## config.mk

```make
export PLATFORM = sky130hd
export DESIGN_NAME = pmem_rr_arbiter_flat
export DESIGN_NICKNAME = d
export VERILOG_FILES = /design/src/rtl/pmem_rr_arbiter_pkg.sv /design/src/rtl/pmem_rr_arbiter_if.sv /design/src/rtl/pmem_rr_arbiter_pick.sv /design/src/rtl/pmem_rr_arbiter.sv /design/src/flat_wrapper.sv
export SDC_FILE = /design/constraint.sdc
export NUM_CORES = 1
export LEC_CHECK = 0
export ABC_AREA = 1
export CAP_MARGIN = 0
export CELL_PAD_IN_SITES_DETAIL_PLACEMENT = 1
export CELL_PAD_IN_SITES_GLOBAL_PLACEMENT = 1
export CORE_AREA = 2 2 323 325
export CTS_CLUSTER_SIZE = 25
export DETAILED_ROUTE_END_ITERATION = 8
export DIE_AREA = 0 0 325 327
export PLACE_DENSITY = 0.55
export SYNTH_ARGS = -nofsm -noshare
export SYNTH_HDL_FRONTEND = slang
export SYNTH_SLANG_ARGS = --single-unit
```

## constraint.sdc

```tcl
create_clock -name clk -period 9.1 [get_ports clk]
set_input_delay 1.82 -clock clk [delete_from_list [all_inputs] [get_ports clk]]
set_output_delay 1.82 -clock clk [all_outputs]
set_load 0.02 [all_outputs]
```

## src/rtl/pmem_rr_arbiter_pkg.sv

```systemverilog
// Shared types and constants for the physical-memory port arbiter.
// Used by pmem_rr_arbiter, arb_rr_pick and the bench.
package pmem_rr_arbiter_pkg;

    typedef enum logic [1:0] {
        ARB_IDLE    = 2'd0,
        ARB_GRANT_A = 2'd1,
        ARB_GRANT_B = 2'd2
    } arb_state_t;

    typedef enum logic {
        SIDE_A = 1'b0,
        SIDE_B = 1'b1
    } arb_side_t;

    typedef logic [127:0] lc3b_line;

    localparam int unsigned ARB_STARVE_LIMIT = 4;
    localparam int unsigned ARB_STARVE_W     = 3;

endpackage

```

## src/rtl/pmem_rr_arbiter_if.sv

```systemverilog
// Cache-to-memory line port. A cache or the arbiter is the master.
// Memory, or the arbiter's cache-facing side, is the slave.
interface pmem_rr_arbiter_if #(
    parameter int ADDR_W = 16,
    parameter int LINE_W = 128
);
    logic              pmem_read;
    logic              pmem_write;
    logic [ADDR_W-1:0] pmem_address;
    logic [LINE_W-1:0] pmem_wdata;
    logic [LINE_W-1:0] pmem_rdata;
    logic              pmem_resp;

    modport master (
        output pmem_read, pmem_write, pmem_address, pmem_wdata,
        input  pmem_rdata, pmem_resp
    );

    modport slave (
        input  pmem_read, pmem_write, pmem_address, pmem_wdata,
        output pmem_rdata, pmem_resp
    );
endinterface

```

## src/rtl/pmem_rr_arbiter_pick.sv

```systemverilog
// Combinational grant selection for the two-way memory arbiter.
// PMEM_ARB_DPRIO_EN: ties favour side B, limited by a starvation count.
module arb_rr_pick
    import pmem_rr_arbiter_pkg::*;
(
    input  logic                    req_a_i,
    input  logic                    req_b_i,
    input  arb_side_t               last_grant_i,
`ifdef PMEM_ARB_DPRIO_EN
    input  logic [ARB_STARVE_W-1:0] starve_cnt_i,
`endif
    output logic                    gnt_a_o,
    output logic                    gnt_b_o
);

    logic tie_to_a;

`ifdef PMEM_ARB_DPRIO_EN
    assign tie_to_a = (starve_cnt_i >= ARB_STARVE_W'(ARB_STARVE_LIMIT));
`else
    assign tie_to_a = (last_grant_i == SIDE_B);
`endif

    assign gnt_a_o = req_a_i & (~req_b_i | tie_to_a);
    assign gnt_b_o = req_b_i & (~req_a_i | ~tie_to_a);

endmodule

```

## src/rtl/pmem_rr_arbiter.sv

```systemverilog
// Registered arbiter sharing one memory port between I-cache (A) and D-cache (B).
// Round-robin by default; define PMEM_ARB_DPRIO_EN for D-cache priority.
module pmem_rr_arbiter
    import pmem_rr_arbiter_pkg::*;
#(
    parameter int ADDR_W = 16,
    parameter int LINE_W = 128
) (
    input  logic              clk,
    input  logic              rst,
    pmem_rr_arbiter_if.slave  side_a,
    pmem_rr_arbiter_if.slave  side_b,
    pmem_rr_arbiter_if.master mem,
    output logic              arb_busy_o
);

    arb_state_t        state_q;
    arb_side_t         last_grant_q;
    logic              cmd_rd_q;
    logic              cmd_wr_q;
    logic [ADDR_W-1:0] cmd_addr_q;
    logic [LINE_W-1:0] cmd_wdata_q;
    logic              req_a;
    logic              req_b;
    logic              gnt_a;
    logic              gnt_b;
`ifdef PMEM_ARB_DPRIO_EN
    logic [ARB_STARVE_W-1:0] starve_cnt_q;
`endif

    assign req_a = side_a.pmem_read | side_a.pmem_write;
    assign req_b = side_b.pmem_read | side_b.pmem_write;

    arb_rr_pick u_pick (
        .req_a_i      (req_a),
        .req_b_i      (req_b),
        .last_grant_i (last_grant_q),
`ifdef PMEM_ARB_DPRIO_EN
        .starve_cnt_i (starve_cnt_q),
`endif
        .gnt_a_o      (gnt_a),
        .gnt_b_o      (gnt_b)
    );

    always_ff @(posedge clk or posedge rst) begin
        if (rst) begin
            // NOTE: the line-wide cmd registers are reset too, so the memory
            // bus is all-zero rather than X straight out of reset.
            state_q      <= ARB_IDLE;
            last_grant_q <= SIDE_B;
            cmd_rd_q     <= 1'b0;
            cmd_wr_q     <= 1'b0;
            cmd_addr_q   <= '0;
            cmd_wdata_q  <= '0;
`ifdef PMEM_ARB_DPRIO_EN
            starve_cnt_q <= '0;
`endif
        end else begin
            case (state_q)
                ARB_IDLE: begin
                    // Write wins over a simultaneous (illegal) read.
                    if (gnt_a) begin
                        state_q     <= ARB_GRANT_A;
                        cmd_wr_q    <= side_a.pmem_write;
                        cmd_rd_q    <= side_a.pmem_read & ~side_a.pmem_write;
                        cmd_addr_q  <= side_a.pmem_address;
                        cmd_wdata_q <= side_a.pmem_wdata;
`ifdef PMEM_ARB_DPRIO_EN
                        starve_cnt_q <= '0;
`endif
                    end else if (gnt_b) begin
                        state_q     <= ARB_GRANT_B;
                        cmd_wr_q    <= side_b.pmem_write;
                        cmd_rd_q    <= side_b.pmem_read & ~side_b.pmem_write;
                        cmd_addr_q  <= side_b.pmem_address;
                        cmd_wdata_q <= side_b.pmem_wdata;
`ifdef PMEM_ARB_DPRIO_EN
                        if (!req_a)
                            starve_cnt_q <= '0;
                        else if (starve_cnt_q != '1)
                            starve_cnt_q <= starve_cnt_q + 1'b1;
`endif
                    end
                end
                ARB_GRANT_A, ARB_GRANT_B: begin
                    if (mem.pmem_resp) begin
                        state_q      <= ARB_IDLE;
                        cmd_rd_q     <= 1'b0;
                        cmd_wr_q     <= 1'b0;
                        last_grant_q <= (state_q == ARB_GRANT_A) ? SIDE_A : SIDE_B;
                    end
                end
                default: state_q <= ARB_IDLE;
            endcase
        end
    end

    assign mem.pmem_read    = cmd_rd_q;
    assign mem.pmem_write   = cmd_wr_q;
    assign mem.pmem_address = cmd_addr_q;
    assign mem.pmem_wdata   = cmd_wdata_q;

    assign side_a.pmem_rdata = mem.pmem_rdata;
    assign side_b.pmem_rdata = mem.pmem_rdata;
    assign side_a.pmem_resp  = mem.pmem_resp & (state_q == ARB_GRANT_A);
    assign side_b.pmem_resp  = mem.pmem_resp & (state_q == ARB_GRANT_B);

    assign arb_busy_o = (state_q != ARB_IDLE);

    a_no_rdwr_a: assert property (@(posedge clk) disable iff (rst)
        !(side_a.pmem_read && side_a.pmem_write));
    a_no_rdwr_b: assert property (@(posedge clk) disable iff (rst)
        !(side_b.pmem_read && side_b.pmem_write));

endmodule

```

## src/flat_wrapper.sv

```systemverilog
// flat-port wrapper written by rule: the top's interface ports become plain ports
module pmem_rr_arbiter_flat import pmem_rr_arbiter_pkg::*;
#(
    parameter int ADDR_W = 16,
    parameter int LINE_W = 128
)
  (clk, rst, arb_busy_o, side_a_pmem_read, side_a_pmem_write, side_a_pmem_address, side_a_pmem_wdata, side_a_pmem_rdata, side_a_pmem_resp, side_b_pmem_read, side_b_pmem_write, side_b_pmem_address, side_b_pmem_wdata, side_b_pmem_rdata, side_b_pmem_resp, mem_pmem_read, mem_pmem_write, mem_pmem_address, mem_pmem_wdata, mem_pmem_rdata, mem_pmem_resp);
  pmem_rr_arbiter_if #(.ADDR_W(ADDR_W), .LINE_W(LINE_W)) side_a_i ();
  pmem_rr_arbiter_if #(.ADDR_W(ADDR_W), .LINE_W(LINE_W)) side_b_i ();
  pmem_rr_arbiter_if #(.ADDR_W(ADDR_W), .LINE_W(LINE_W)) mem_i ();
  input  logic clk;
  input  logic rst;
  output logic arb_busy_o;
  input wire logic [$bits(side_a_i.pmem_read)-1:0] side_a_pmem_read;
  input wire logic [$bits(side_a_i.pmem_write)-1:0] side_a_pmem_write;
  input wire logic [$bits(side_a_i.pmem_address)-1:0] side_a_pmem_address;
  input wire logic [$bits(side_a_i.pmem_wdata)-1:0] side_a_pmem_wdata;
  output wire logic [$bits(side_a_i.pmem_rdata)-1:0] side_a_pmem_rdata;
  output wire logic [$bits(side_a_i.pmem_resp)-1:0] side_a_pmem_resp;
  input wire logic [$bits(side_b_i.pmem_read)-1:0] side_b_pmem_read;
  input wire logic [$bits(side_b_i.pmem_write)-1:0] side_b_pmem_write;
  input wire logic [$bits(side_b_i.pmem_address)-1:0] side_b_pmem_address;
  input wire logic [$bits(side_b_i.pmem_wdata)-1:0] side_b_pmem_wdata;
  output wire logic [$bits(side_b_i.pmem_rdata)-1:0] side_b_pmem_rdata;
  output wire logic [$bits(side_b_i.pmem_resp)-1:0] side_b_pmem_resp;
  output wire logic [$bits(mem_i.pmem_read)-1:0] mem_pmem_read;
  output wire logic [$bits(mem_i.pmem_write)-1:0] mem_pmem_write;
  output wire logic [$bits(mem_i.pmem_address)-1:0] mem_pmem_address;
  output wire logic [$bits(mem_i.pmem_wdata)-1:0] mem_pmem_wdata;
  input wire logic [$bits(mem_i.pmem_rdata)-1:0] mem_pmem_rdata;
  input wire logic [$bits(mem_i.pmem_resp)-1:0] mem_pmem_resp;
  assign side_a_i.pmem_read = side_a_pmem_read;
  assign side_a_i.pmem_write = side_a_pmem_write;
  assign side_a_i.pmem_address = side_a_pmem_address;
  assign side_a_i.pmem_wdata = side_a_pmem_wdata;
  assign side_a_pmem_rdata = side_a_i.pmem_rdata;
  assign side_a_pmem_resp = side_a_i.pmem_resp;
  assign side_b_i.pmem_read = side_b_pmem_read;
  assign side_b_i.pmem_write = side_b_pmem_write;
  assign side_b_i.pmem_address = side_b_pmem_address;
  assign side_b_i.pmem_wdata = side_b_pmem_wdata;
  assign side_b_pmem_rdata = side_b_i.pmem_rdata;
  assign side_b_pmem_resp = side_b_i.pmem_resp;
  assign mem_pmem_read = mem_i.pmem_read;
  assign mem_pmem_write = mem_i.pmem_write;
  assign mem_pmem_address = mem_i.pmem_address;
  assign mem_pmem_wdata = mem_i.pmem_wdata;
  assign mem_i.pmem_rdata = mem_pmem_rdata;
  assign mem_i.pmem_resp = mem_pmem_resp;
  pmem_rr_arbiter #(.ADDR_W(ADDR_W), .LINE_W(LINE_W)) u_core (.clk(clk), .rst(rst), .side_a(side_a_i), .side_b(side_b_i), .mem(mem_i), .arb_busy_o(arb_busy_o));
endmodule
```

Yosys cells after proc, flatten, opt, wreduce, memory -nomap -nowiden. Index checks and enable logic that the tools add are counted. Widths: inputs -> output; s select.

Equality and inequality tests: 4. Bitwise logic cells: 15. Mux-type cells: 16. Reductions and logical operators: 9.

Operators by type and width (number): $mux 128 (2); $mux 16 (2); $and 1x1->1 (6); $mux 1 (6); $mux 2 (3); $reduce_and 2->1 (3); $reduce_bool 2->1 (3); $not 1->1 (5); $or 1x1->1 (4); $pmux 1 s2 (2); $pmux 2 s2 (1); $ne 3x1->1 const B (1); $reduce_and 3->1 (1); $eq 2x1->1 const B (1); $eq 2x2->1 const B (1); $logic_not 2->1 (1); $ne 2x2->1 const B (1); $reduce_or 2->1 (1).

Output and inout bits: 405. Register bits after elaboration: 149. Bits of input ports: 423. Word-level logic and storage cells: 50.

Logic depth before layout (Yosys ltp). Gate-level depths: netlist (run 1).

Word-level depth: 7. Mapped depth: 9. Mapped depth without buffers: 7.

Modules after synthesis. A second synthesis (run 1) with hierarchy kept.

Cells, all modules: 1095. Area total of the unflattened synthesis: 9261.4 um^2.

Modules (own cells, without submodules): pmem_rr_arbiter (times used 1, seq. area each 3729.8 um^2, area an instance 9233.9 um^2, cells each 1091); arb_rr_pick (times used 1, seq. area each 0.0 um^2, area an instance 27.5 um^2, cells each 4).

Worst setup path after synthesis (run 1). Ideal clock, no wire load.

Path kind: input port to output port. Start point: input port mem_pmem_resp. End point: output port side_a_pmem_resp. Arrival time: 1.992 ns. Stages: 2. Path buffers: 0. Data required time: 7.280 ns. Slack: 5.288 ns. Cell sequence: nand2_1 -> inv_1.

Longest elaborated chain between the ends: 1.

RTL lines: from (decl) (RTL line flat_wrapper.sv:31) `input wire logic [$bits(mem_i.pmem_resp)-1:0] mem_pmem_resp;`; $and 1x1->1 (RTL line pmem_rr_arbiter.sv:105) `assign side_a.pmem_resp = mem.pmem_resp & (state_q == ARB_GRANT_A);`; to (decl) (RTL line flat_wrapper.sv:19) `output wire logic [$bits(side_a_i.pmem_resp)-1:0] side_a_pmem_resp;`.

Every way passes these cells.

Worst setup path in the final report (run 1). Same ends and word-level chain as after synthesis.

==> metrics.cfg, run 1 <==
[worst_setup_path]
critPathKind=input port to primary output
reg2regPathDepth=8
required_ns=7.28
critical_path_arrival_ns=3.14
r2r_slack_ns=6.02
critPathLaunchType=input port
end_kind=primary output
endpoint=side_a_pmem_resp
regToRegEndpoint=u_core.mem.pmem_address[14]$_DFFE_PP0P_
crit_start=mem_pmem_resp
critPathMaxFanout=5
r2r-start=u_core.state_q[0]$_DFFE_PP0P_

[yosys]
ys.flop_type=dfrtp_1
synth_edf_count=0
yosys_warnings=0
postSynthAreaPerCell_sq_um=7.046
synth-seq-cells=149
synth_top_area_share_pct=34.49
async_flop_share_pct=100.0
synth_top_area_cell=dfrtp_1
synth_nets=1951
netlist_instances=1524
seq_area_frac_synth_pct=34.74
synth_area_leaders=dfrtp_1, buf_4, inv_1, nand2_1, nand3_1
yosys.cell_count.top_type=inv_1
yosysUniqueCellTypes=22
synth_commonest_cells=inv_1, nand2_1, buf_4
syn_area_sq_um=10740

[cts]
cts_tree=yes
clkSlewWorstSetupHoldPaths_ns=0.07
ctsHoldBuffers=0
htree_levels=4
clkSinkCount=149
post_cts_buffers=0
clkLatencyLatePin_ns=0.49
root_buffer=clkbuf_16
clock_path_buffers=2
cts_resized=0
cts_buffers=17

[run_status]
status=finished clean

[timing]
setup_violations=0
rsz0062_at_grt=false
period_needed_ns=4.955
slew_violations=0
fin_crit_sh_pct=54.46
finalClockSkew_ns=0.01316
hold_viol_final=0
fin_tns_setup_ns=0
max_freq_ghz=0.2018
tightest_slew_ns=1.018
whs_ns=0.5031
maxSlewHeadroom_pct=32.15
worst_slack_ns=4.145

[finish]
seqCellArea_sq_um=3730
fin_util_pct=14.85
drive_gt1_share_pct=6.454
diodes=0
area_delta_synth_final_pct=42.34
final_nets=2103
stdcell_count=3069
fillCellCount=12470
multiInputGateArea_sq_um=3008

[detailed_routing]
wl_per_cell_um=13.75
wirelength_mm=42.20
drc=0
final_antenna_net_count=0
first_pass_iters=4
drt-initial-drc-count=282
via_count=9160
via_per_inst=2.985

[worst_hold_path]
hp-class=register to register

[pwr]
worst_ir_drop_vdd_mv=0.1490
power_leakage_nw=7.479
p_sw_w=0.001985
switching_share_pct=44.33
p_per_area_nw_per_um2=293.0
sequentialPowerShare_pct=27.3
internal_power_w=0.002493
clock_power_share_pct=18.1
power.share.combinational_pct=54.6

[placement]
gp_congestion=0.7406
post-dp-hpwl_mm=32.26
port_buffers=443
place_inst=3037
place_worst_setup_slack_ns=4.122

[floorplanning]
core_area_sq_um=102900
die_area_sq_um=106300
die_x_um=325
num_io_pins=828
initial_core_util_pct=10.43
num_rows=118
die_y_um=327

[global_routing]
grt_pass1_wl_mm=62.40
gr-total-overflow=0
grt_pass1_vias=9539
antenna_found_initial=2
globalRouteTotalUtil_pct=8.015
grt_max_degree=150

[job]
drv_cap=0

==> per-stage QoR <==
step                cell area, sq um  total power (W)
floorplan                      10740         0.002754
global placement               14660         0.003731
detailed placement             14660         0.003748
CTS                            15280         0.004626
global route                   15280         0.004864
finish                         15280         0.004479
==> how the worst min path moves through the flow <==
stage                                      from  slack [ns]  cells past startpoint                                to
5_1_grt        u_core.mem.pmem_read$_DFFE_PP0P_        0.53                      2  u_core.mem.pmem_read$_DFFE_PP0P_
6_report       u_core.mem.pmem_read$_DFFE_PP0P_        0.50                      2  u_core.mem.pmem_read$_DFFE_PP0P_
2_1_floorplan   u_core.last_grant_q$_DFFE_PP1P_        0.51                      2   u_core.last_grant_q$_DFFE_PP1P_
3_5_place_dp   u_core.mem.pmem_read$_DFFE_PP0P_        0.50                      2  u_core.mem.pmem_read$_DFFE_PP0P_
4_1_cts        u_core.mem.pmem_read$_DFFE_PP0P_        0.51                      2  u_core.mem.pmem_read$_DFFE_PP0P_
3_3_place_gp   u_core.mem.pmem_read$_DFFE_PP0P_        0.47                      2  u_core.mem.pmem_read$_DFFE_PP0P_
==> cell families (layout without fill, tap and decap cells) <==
kind of cell | count (synthesis) | count (layout) | share of synthesized area (%)
simple gates | 456 | 456 | 19.25
flops | 149 | 149 | 34.74
compound gates | 151 | 151 | 8.157
fa+ha+maj | 4 | 4 | 0.4661
buf+inv | 764 | 929 | 37.39
==> worst max-delay path, cell delays in order <==
cell	delay (ns)
clkdlybuf4s50_1	0.56
nand2_1	0.09
inv_1	0.07
clkdlybuf4s50_1	0.60
==> final cells by class <==
cell class	instances	share of cell area (%)
well taps	1380	11.30
inverters	445	10.98
repair buffers	452	29.53
clock buffers	18	2.808
flip-flops and latches	149	24.40
clock inverters	14	1.302
multi-input cells	611	19.68
==> cells in the final DEF (no fill, tap or decap) <==
cell type / instances
dfstp_2: 1
inv_8: 1
o21bai_1: 1
nor2_1: 2
nor2_4: 2
clkdlybuf4s50_1: 443
nand3_1: 118
nand2_1: 301
buf_12: 1
dfrtp_1: 148
inv_2: 1
clkinvlp_4: 4
a21oi_4: 1
buf_4: 8
clkinv_2: 1
ha_1: 4
nand2_4: 1
nand3_2: 30
inv_1: 443
o21ai_2: 30
clkbuf_1: 1
o21ai_1: 116
bufinv_16: 4
a31oi_1: 1
clkinv_4: 2
nor2_2: 2
clkbuf_16: 17
a21oi_1: 2
inv_6: 3
==> power by group through the flow <==
stage / logic (W) / registers (W) / clock network, W
2_1_floorplan: 0.00116 / 0.00160 / 0
3_3_place_gp: 0.00249 / 0.00124 / 0
3_5_place_dp: 0.00251 / 0.00124 / 0
4_1_cts: 0.00252 / 0.00123 / 0.000871
5_1_grt: 0.00271 / 0.00127 / 0.000884
6_report: 0.00245 / 0.00122 / 0.000811
==> routing by layer <==
layer	vias to the layer above	routed length (um)	track usage, %
met5	-	73	0.3993
met4	4	1545	4.217
met3	109	4727	4.251
met2	460	17560	11.43
met1	4138	18290	9.631
li1	4449	-	-
==> sequential cells by signal, indices dropped and copies added (netlist names) <==
register,flops
u_core.mem.pmem_wdata,128
u_core.mem.pmem_address,16
u_core.state_q,2
u_core.last_grant_q,1
u_core.mem.pmem_read,1
u_core.mem.pmem_write,1
Note: power is estimated with default switching activity, not from simulation.
==> run 2, diff against run 1 <==
--- a/config.mk
+++ b/config.mk
@@ -9,11 +9,11 @@
 export CAP_MARGIN = 0
 export CELL_PAD_IN_SITES_DETAIL_PLACEMENT = 1
 export CELL_PAD_IN_SITES_GLOBAL_PLACEMENT = 1
-export CORE_AREA = 2 2 323 325
+export CORE_AREA = 2 2 318 320
 export CTS_CLUSTER_SIZE = 25
 export DETAILED_ROUTE_END_ITERATION = 8
-export DIE_AREA = 0 0 325 327
-export PLACE_DENSITY = 0.55
+export DIE_AREA = 0 0 320 322
+export PLACE_DENSITY = 0.56
 export SYNTH_ARGS = -nofsm -noshare
 export SYNTH_HDL_FRONTEND = slang
 export SYNTH_SLANG_ARGS = --single-unit
==> constraint.sdc (replaced) <==
create_clock -name clk -period 4.61 [get_ports clk]
set_input_delay 0.922 -clock clk [delete_from_list [all_inputs] [get_ports clk]]
set_output_delay 0.922 -clock clk [all_outputs]
set_load 0.02 [all_outputs]
==> run 2 against run 1 <==
Compared with the run above: cell count fell by 2.4%; die area fell by 3.0%; clock skew fell by 0.0034 ns; worst setup slack got worse by 3.1 ns; global-route usage rose by 0.11 points; register-to-register slack got worse by 3.6 ns; combinational power rose by 100%; critical endpoint is now side_b_pmem_resp; largest cell class unchanged; highest routed layer unchanged.
==> metrics.cfg, run 2 (synthesis results as in run 1) <==
[timing]
period_needed_ns=3.575
fin_crit_sh_pct=77.54
whs_ns=0.4887  ; -0.01442 ns
worst_slack_ns=1.035  ; -3.109 ns
slew_violations=0  ; unchanged
tightest_slew_ns=0.7263  ; -0.2915 ns
rsz0062_at_grt=false
finalClockSkew_ns=0.009739  ; -0.003425 ns
setup_violations=0  ; unchanged
fin_tns_setup_ns=0  ; unchanged
hold_viol_final=0  ; unchanged
maxSlewHeadroom_pct=51.48  ; +19 points
max_freq_ghz=0.2797

[worst_hold_path]
hp-class=register to register
hp-start=u_core.mem.pmem_read$_DFFE_PP0P_
whs_path_depth=2  ; unchanged
min_to=u_core.mem.pmem_read$_DFFE_PP0P_

[cts]
clkSinkCount=149  ; unchanged
cts_buffers=17  ; unchanged
post_cts_buffers=0  ; unchanged
root_buffer=clkbuf_16
cts_tree=yes
clkLatencyLatePin_ns=0.49  ; about the same
clock_path_buffers=2  ; unchanged
cts_resized=0  ; unchanged
ctsHoldBuffers=0  ; unchanged
clkSlewWorstSetupHoldPaths_ns=0.07  ; about the same
htree_levels=4  ; unchanged

[pwr]
p_per_area_nw_per_um2=576.5  ; +97%
power_leakage_nw=7.540  ; +0.82%
worst_ir_drop_vdd_mv=0.2153  ; +45%

[worst_setup_path]
regToRegEndpoint=u_core.mem.pmem_wdata[49]$_DFFE_PP0P_
critical_path_arrival_ns=2.65  ; -0.49 ns
reg2regPathDepth=8  ; unchanged
critPathMaxFanout=5  ; unchanged
critPathKind=input port to primary output
required_ns=3.69  ; -3.59 ns
critPathLaunchType=input port
end_kind=primary output
r2r-start=u_core.state_q[0]$_DFFE_PP0P_
r2r_slack_ns=2.45  ; -3.57 ns

[finish]
fillCellCount=12060  ; -3.3%
largest_reg_flops=128  ; unchanged
diodes=0  ; unchanged
area_delta_synth_final_pct=42.79
design_area_sq_um=15330  ; +0.31%
final_cell_mix=inv_1, clkdlybuf4s50_1, nand2_1, dfrtp_1, nand3_1
final_nets=2110  ; +0.33%
fin_util_pct=15.40  ; +0.55 points
drive_gt1_share_pct=6.840  ; +0.39 points

[floorplanning]
die_x_um=320  ; -1.5%
die_y_um=322  ; -1.5%
core_area_sq_um=99570  ; -3.2%
die_area_sq_um=103000  ; -3.0%
num_io_pins=828  ; unchanged
num_rows=116  ; -1.7%
initial_core_util_pct=10.78  ; +0.35 points

[global_routing]
grt_pass1_vias=9456  ; -0.87%
grt_max_degree=90  ; -40%
antenna_found_initial=2  ; unchanged
globalRouteTotalUtil_pct=8.124  ; +0.11 points
gr-total-overflow=0  ; unchanged
grt_pass1_wl_mm=61.07  ; -2.1%

[detailed_routing]
wirelength_mm=41.53  ; -1.6%
via_per_inst=3.045  ; +2.0%
wl_per_cell_um=13.87  ; +0.88%
drt-initial-drc-count=270  ; -4.3%
first_pass_iters=4  ; unchanged
final_antenna_net_count=0  ; unchanged
drc=0  ; unchanged
via_count=9116  ; -0.48%

[placement]
place_worst_setup_slack_ns=0.9876  ; -3.134 ns
gp_congestion=0.7005  ; -5.4%
port_buffers=443  ; unchanged
post-dp-hpwl_mm=31.74  ; -1.6%
place_area_sq_um=14730  ; +0.49%

[job]
drv_cap=0  ; unchanged

[run_status]
status=finished clean

-- run 2: changes by cell type in the layout (fill, tap and decap cells not counted), sizes merged --
cell	delta
bufinv	-2
clkinv	-1
clkinvlp	+2
buf	+7
clkbuf	+4
inv	-3
-- run 2: worst max-delay path by stage --
stage / from / end / cells past startpoint
global placement: mem_pmem_resp / side_b_pmem_resp / 4
CTS: mem_pmem_resp / side_b_pmem_resp / 4
detailed placement: mem_pmem_resp / side_b_pmem_resp / 4
floorplan: rst / u_core.mem.pmem_address[0]$_DFFE_PP0P_ / 1
global route: mem_pmem_resp / side_b_pmem_resp / 4
finish: mem_pmem_resp / side_b_pmem_resp / 4
-- run 2: layout make-up --
class                   count  area [sq um]  area share [%]
well taps                1298          1624           10.59
clock buffers              22         484.2           3.158
flip-flops and latches    149          3730           24.33
inverters                 445          1674           10.92
multi-input cells         611          3008           19.62
clock inverters            10         120.1          0.7834
repair buffers            459          4692           30.60
-- run 2: report_power, final --
group	switching (W)	internal, W	leakage (nW)	total, W
registers	0.000392	0.00199	1.78	0.00238
logic	0.00284	0.00209	5.48	0.00493
clock network	0.000670	0.000855	0.281	0.00152
-- run 2: worst max-delay path, cell delays in order --
cell	delay (ns)
clkdlybuf4s50_1	0.59
nand2_1	0.32
inv_1	0.17
clkdlybuf4s50_1	0.63
-- run 2: metrics by stage --
stage | std cells | total power (W)
6_report | 2994 | 0.008839
5_1_grt | 2994 | 0.009625
4_1_cts | 2994 | 0.009137
3_5_place_dp | 2962 | 0.007478
3_3_place_gp | 2962 | 0.007452
2_1_floorplan | 1524 | 0.005438
-- run 2: metal layers --
layer / global-route usage (%) / vias to the layer above / wire, um
li1: - / 4467 / -
met1: 9.087 / 4098 / 16930
met2: 12.21 / 443 / 18260
met3: 4.326 / 104 / 4493
met4: 4.684 / 4 / 1790
met5: 0.3783 / - / 62
==> run 3, diff against run 2 <==
==> constraint.sdc (replaced) <==
create_clock -name clk -period 3.6 [get_ports clk]
set_input_delay 0.72 -clock clk [delete_from_list [all_inputs] [get_ports clk]]
set_output_delay 0.72 -clock clk [all_outputs]
set_load 0.02 [all_outputs]
==> run 3 against run 2 <==
Compared with the run above: core utilization hardly changed; clock power up 31%; via count rose by 0.54%; worst setup slack lost 0.21 ns; hold slack worse by 0.0037 ns; cell area is 0.21% higher; die area unchanged; clock skew decreased by 0.0024 ns; critical path type unchanged; critical endpoint is now side_a_pmem_resp.
==> metrics.cfg, run 3 (synthesis results as in run 1) <==
[pwr]
p_per_area_nw_per_um2=744.6  ; +29%
power_leakage_nw=7.565  ; +0.33%
power_w=0.01144  ; +29%
worst_ir_drop_vdd_mv=0.3568  ; +66%

[timing]
max_freq_ghz=0.3600
slew_violations=0  ; unchanged
finalClockSkew_ns=0.007348  ; -0.002391 ns
maxSlewHeadroom_pct=52.62  ; +1.1 points
tightest_slew_ns=0.7108  ; -0.01555 ns
rsz0062_at_grt=false
setup_violations=0  ; unchanged
fin_tns_setup_ns=0  ; unchanged
hold_viol_final=0  ; unchanged
fin_crit_sh_pct=77.16
period_needed_ns=2.778

[detailed_routing]
wirelength_mm=42.06  ; +1.3%
first_pass_iters=4  ; unchanged
via_per_inst=3.056  ; +0.37%
met2_length_mm=18.35  ; +0.53%
drt-initial-drc-count=290  ; +7.4%
wl_per_cell_um=14.03  ; +1.1%
top_layer=met5
drc=0  ; unchanged
wl_met3_mm=5.350  ; +19%
met1_length_mm=16.59  ; -2.0%
via_count=9165  ; +0.54%
final_antenna_net_count=0  ; unchanged

[cts]
clock_path_buffers=2  ; unchanged
ctsHoldBuffers=0  ; unchanged
clkLatencyLatePin_ns=0.49  ; about the same
clkSinkCount=149  ; unchanged
root_buffer=clkbuf_16
cts_buffers=17  ; unchanged
clkSlewWorstSetupHoldPaths_ns=0.07  ; about the same
htree_levels=4  ; unchanged
cts_resized=0  ; unchanged
post_cts_buffers=0  ; unchanged
cts_tree=yes

[worst_setup_path]
critPathTopFamily=buffers and inverters
required_ns=2.88  ; -0.81 ns
critPathKind=input port to primary output
cp_common_cell=clkdlybuf4s50_1
critPathMaxFanout=5  ; unchanged
r2r_slack_ns=1.56  ; -0.89 ns
critPathLaunchType=input port
critical_path_arrival_ns=2.06  ; -0.59 ns
crit_buf_inv=3  ; unchanged
crit_slowest_cell=clkdlybuf4s50_1
cp_cell_sequence=clkdlybuf4s50_1 -> nand2_1 -> inv_1 -> clkdlybuf4s50_1
end_kind=primary output
worst_path_largest_cell_delay_ns=0.60  ; -0.03 ns

[placement]
gp_congestion=0.7376  ; +5.3%
post-dp-hpwl_mm=32.12  ; +1.2%
port_buffers=443  ; unchanged

[run_status]
status=finished clean

[global_routing]
globalRouteTotalUtil_pct=8.148  ; +0.024 points
grt_pass1_wl_mm=60.89  ; -0.29%
antenna_found_initial=2  ; unchanged
grt_max_degree=91  ; +1.1%
gr-total-overflow=0  ; unchanged
grt_pass1_vias=9459  ; +0.032%

[finish]
fillCellCount=12040  ; -0.11%
final_common_cell=inv_1
final_cell_mix=inv_1, clkdlybuf4s50_1, nand2_1, dfrtp_1, nand3_1
area_delta_synth_final_pct=43.09
largest_reg_flops=128  ; unchanged
diodes=0  ; unchanged
drive_gt1_share_pct=7.055  ; +0.22 points
final_nets=2115  ; +0.24%

[floorplanning]
die_area_sq_um=103000  ; unchanged
num_io_pins=828  ; unchanged
die_x_um=320  ; unchanged
num_rows=116  ; unchanged
initial_core_util_pct=10.78  ; unchanged
core_area_sq_um=99570  ; unchanged
die_y_um=322  ; unchanged

[job]
drv_cap=0  ; unchanged

[worst_hold_path]
hp-class=register to register

run 3: changes by cell type in the layout (fill, tap and decap cells not counted), sizes merged:
| cell | change |
|---|---|
| clkinv | +1 |
| bufinv | +1 |
| clkinvlp | -1 |
| clkbuf | -1 |
| clkdlybuf4s50 | -1 |
| buf | +6 |
run 3: path summary, 6_finish.rpt:
kind / start / endpoint / depth (start not counted)
worst min register to register: u_core.mem.pmem_write$_DFFE_PP0P_ / u_core.mem.pmem_write$_DFFE_PP0P_ / 2
worst max register to register: u_core.state_q[0]$_DFFE_PP0P_ / u_core.mem.pmem_wdata[1]$_DFFE_PP0P_ / 8
worst max-delay path: mem_pmem_resp / side_a_pmem_resp / 4
min in group asynchronous: rst / u_core.mem.pmem_wdata[11]$_DFFE_PP0P_ / 3
max in group asynchronous: rst / u_core.state_q[0]$_DFFE_PP0P_ / 3
worst min-delay path: u_core.mem.pmem_write$_DFFE_PP0P_ / u_core.mem.pmem_write$_DFFE_PP0P_ / 2
run 3: metrics by stage:
step	util, %	instance area [sq um]	setup slack [ns]	hold WS (ns)	instances
6_report	15.43	15360	0.8221	0.4850	2999
5_1_grt	15.43	15360	0.7606	0.5286	2999
4_1_cts	15.43	15360	0.7783	0.4950	2999
3_5_place_dp	14.83	14760	0.8156	0.4766	2967
3_3_place_gp	14.83	14760	0.7881	0.4654	2967
2_1_floorplan	-	10740	1.006	0.5083	1524
run 3: layer usage:
metal | global-route usage, % | vias to the layer above
li1 | - | 4478
met1 | 8.945 | 4137
met2 | 12.08 | 448
met3 | 4.942 | 100
met4 | 4.559 | 2
met5 | 0.09456 | -
run 3: tightest hold or removal path: stages (launching register included):
cell and delay [ns]:
dfrtp_1 0.34, nand2_1 0.05, nand2_1 0.06
run 3: layout make-up:
type | instances | area, sq um | share of cell area (%)
tap | 1298 | 1624 | 10.57
inverter | 445 | 1674 | 10.90
sequential | 149 | 3730 | 24.28
clock buffer | 21 | 450.4 | 2.932
clock inverter | 11 | 151.4 | 0.9853
multi-input combinational | 611 | 3008 | 19.58
timing repair buffer | 464 | 4727 | 30.77
run 3: where the power goes:
| part | switching [W] | internal [W] | leakage, nW |
|---|---|---|---|
| clock network | 0.000877 | 0.00111 | 0.280 |
| registers | 0.000512 | 0.00255 | 1.78 |
| logic | 0.00366 | 0.00273 | 5.50 |
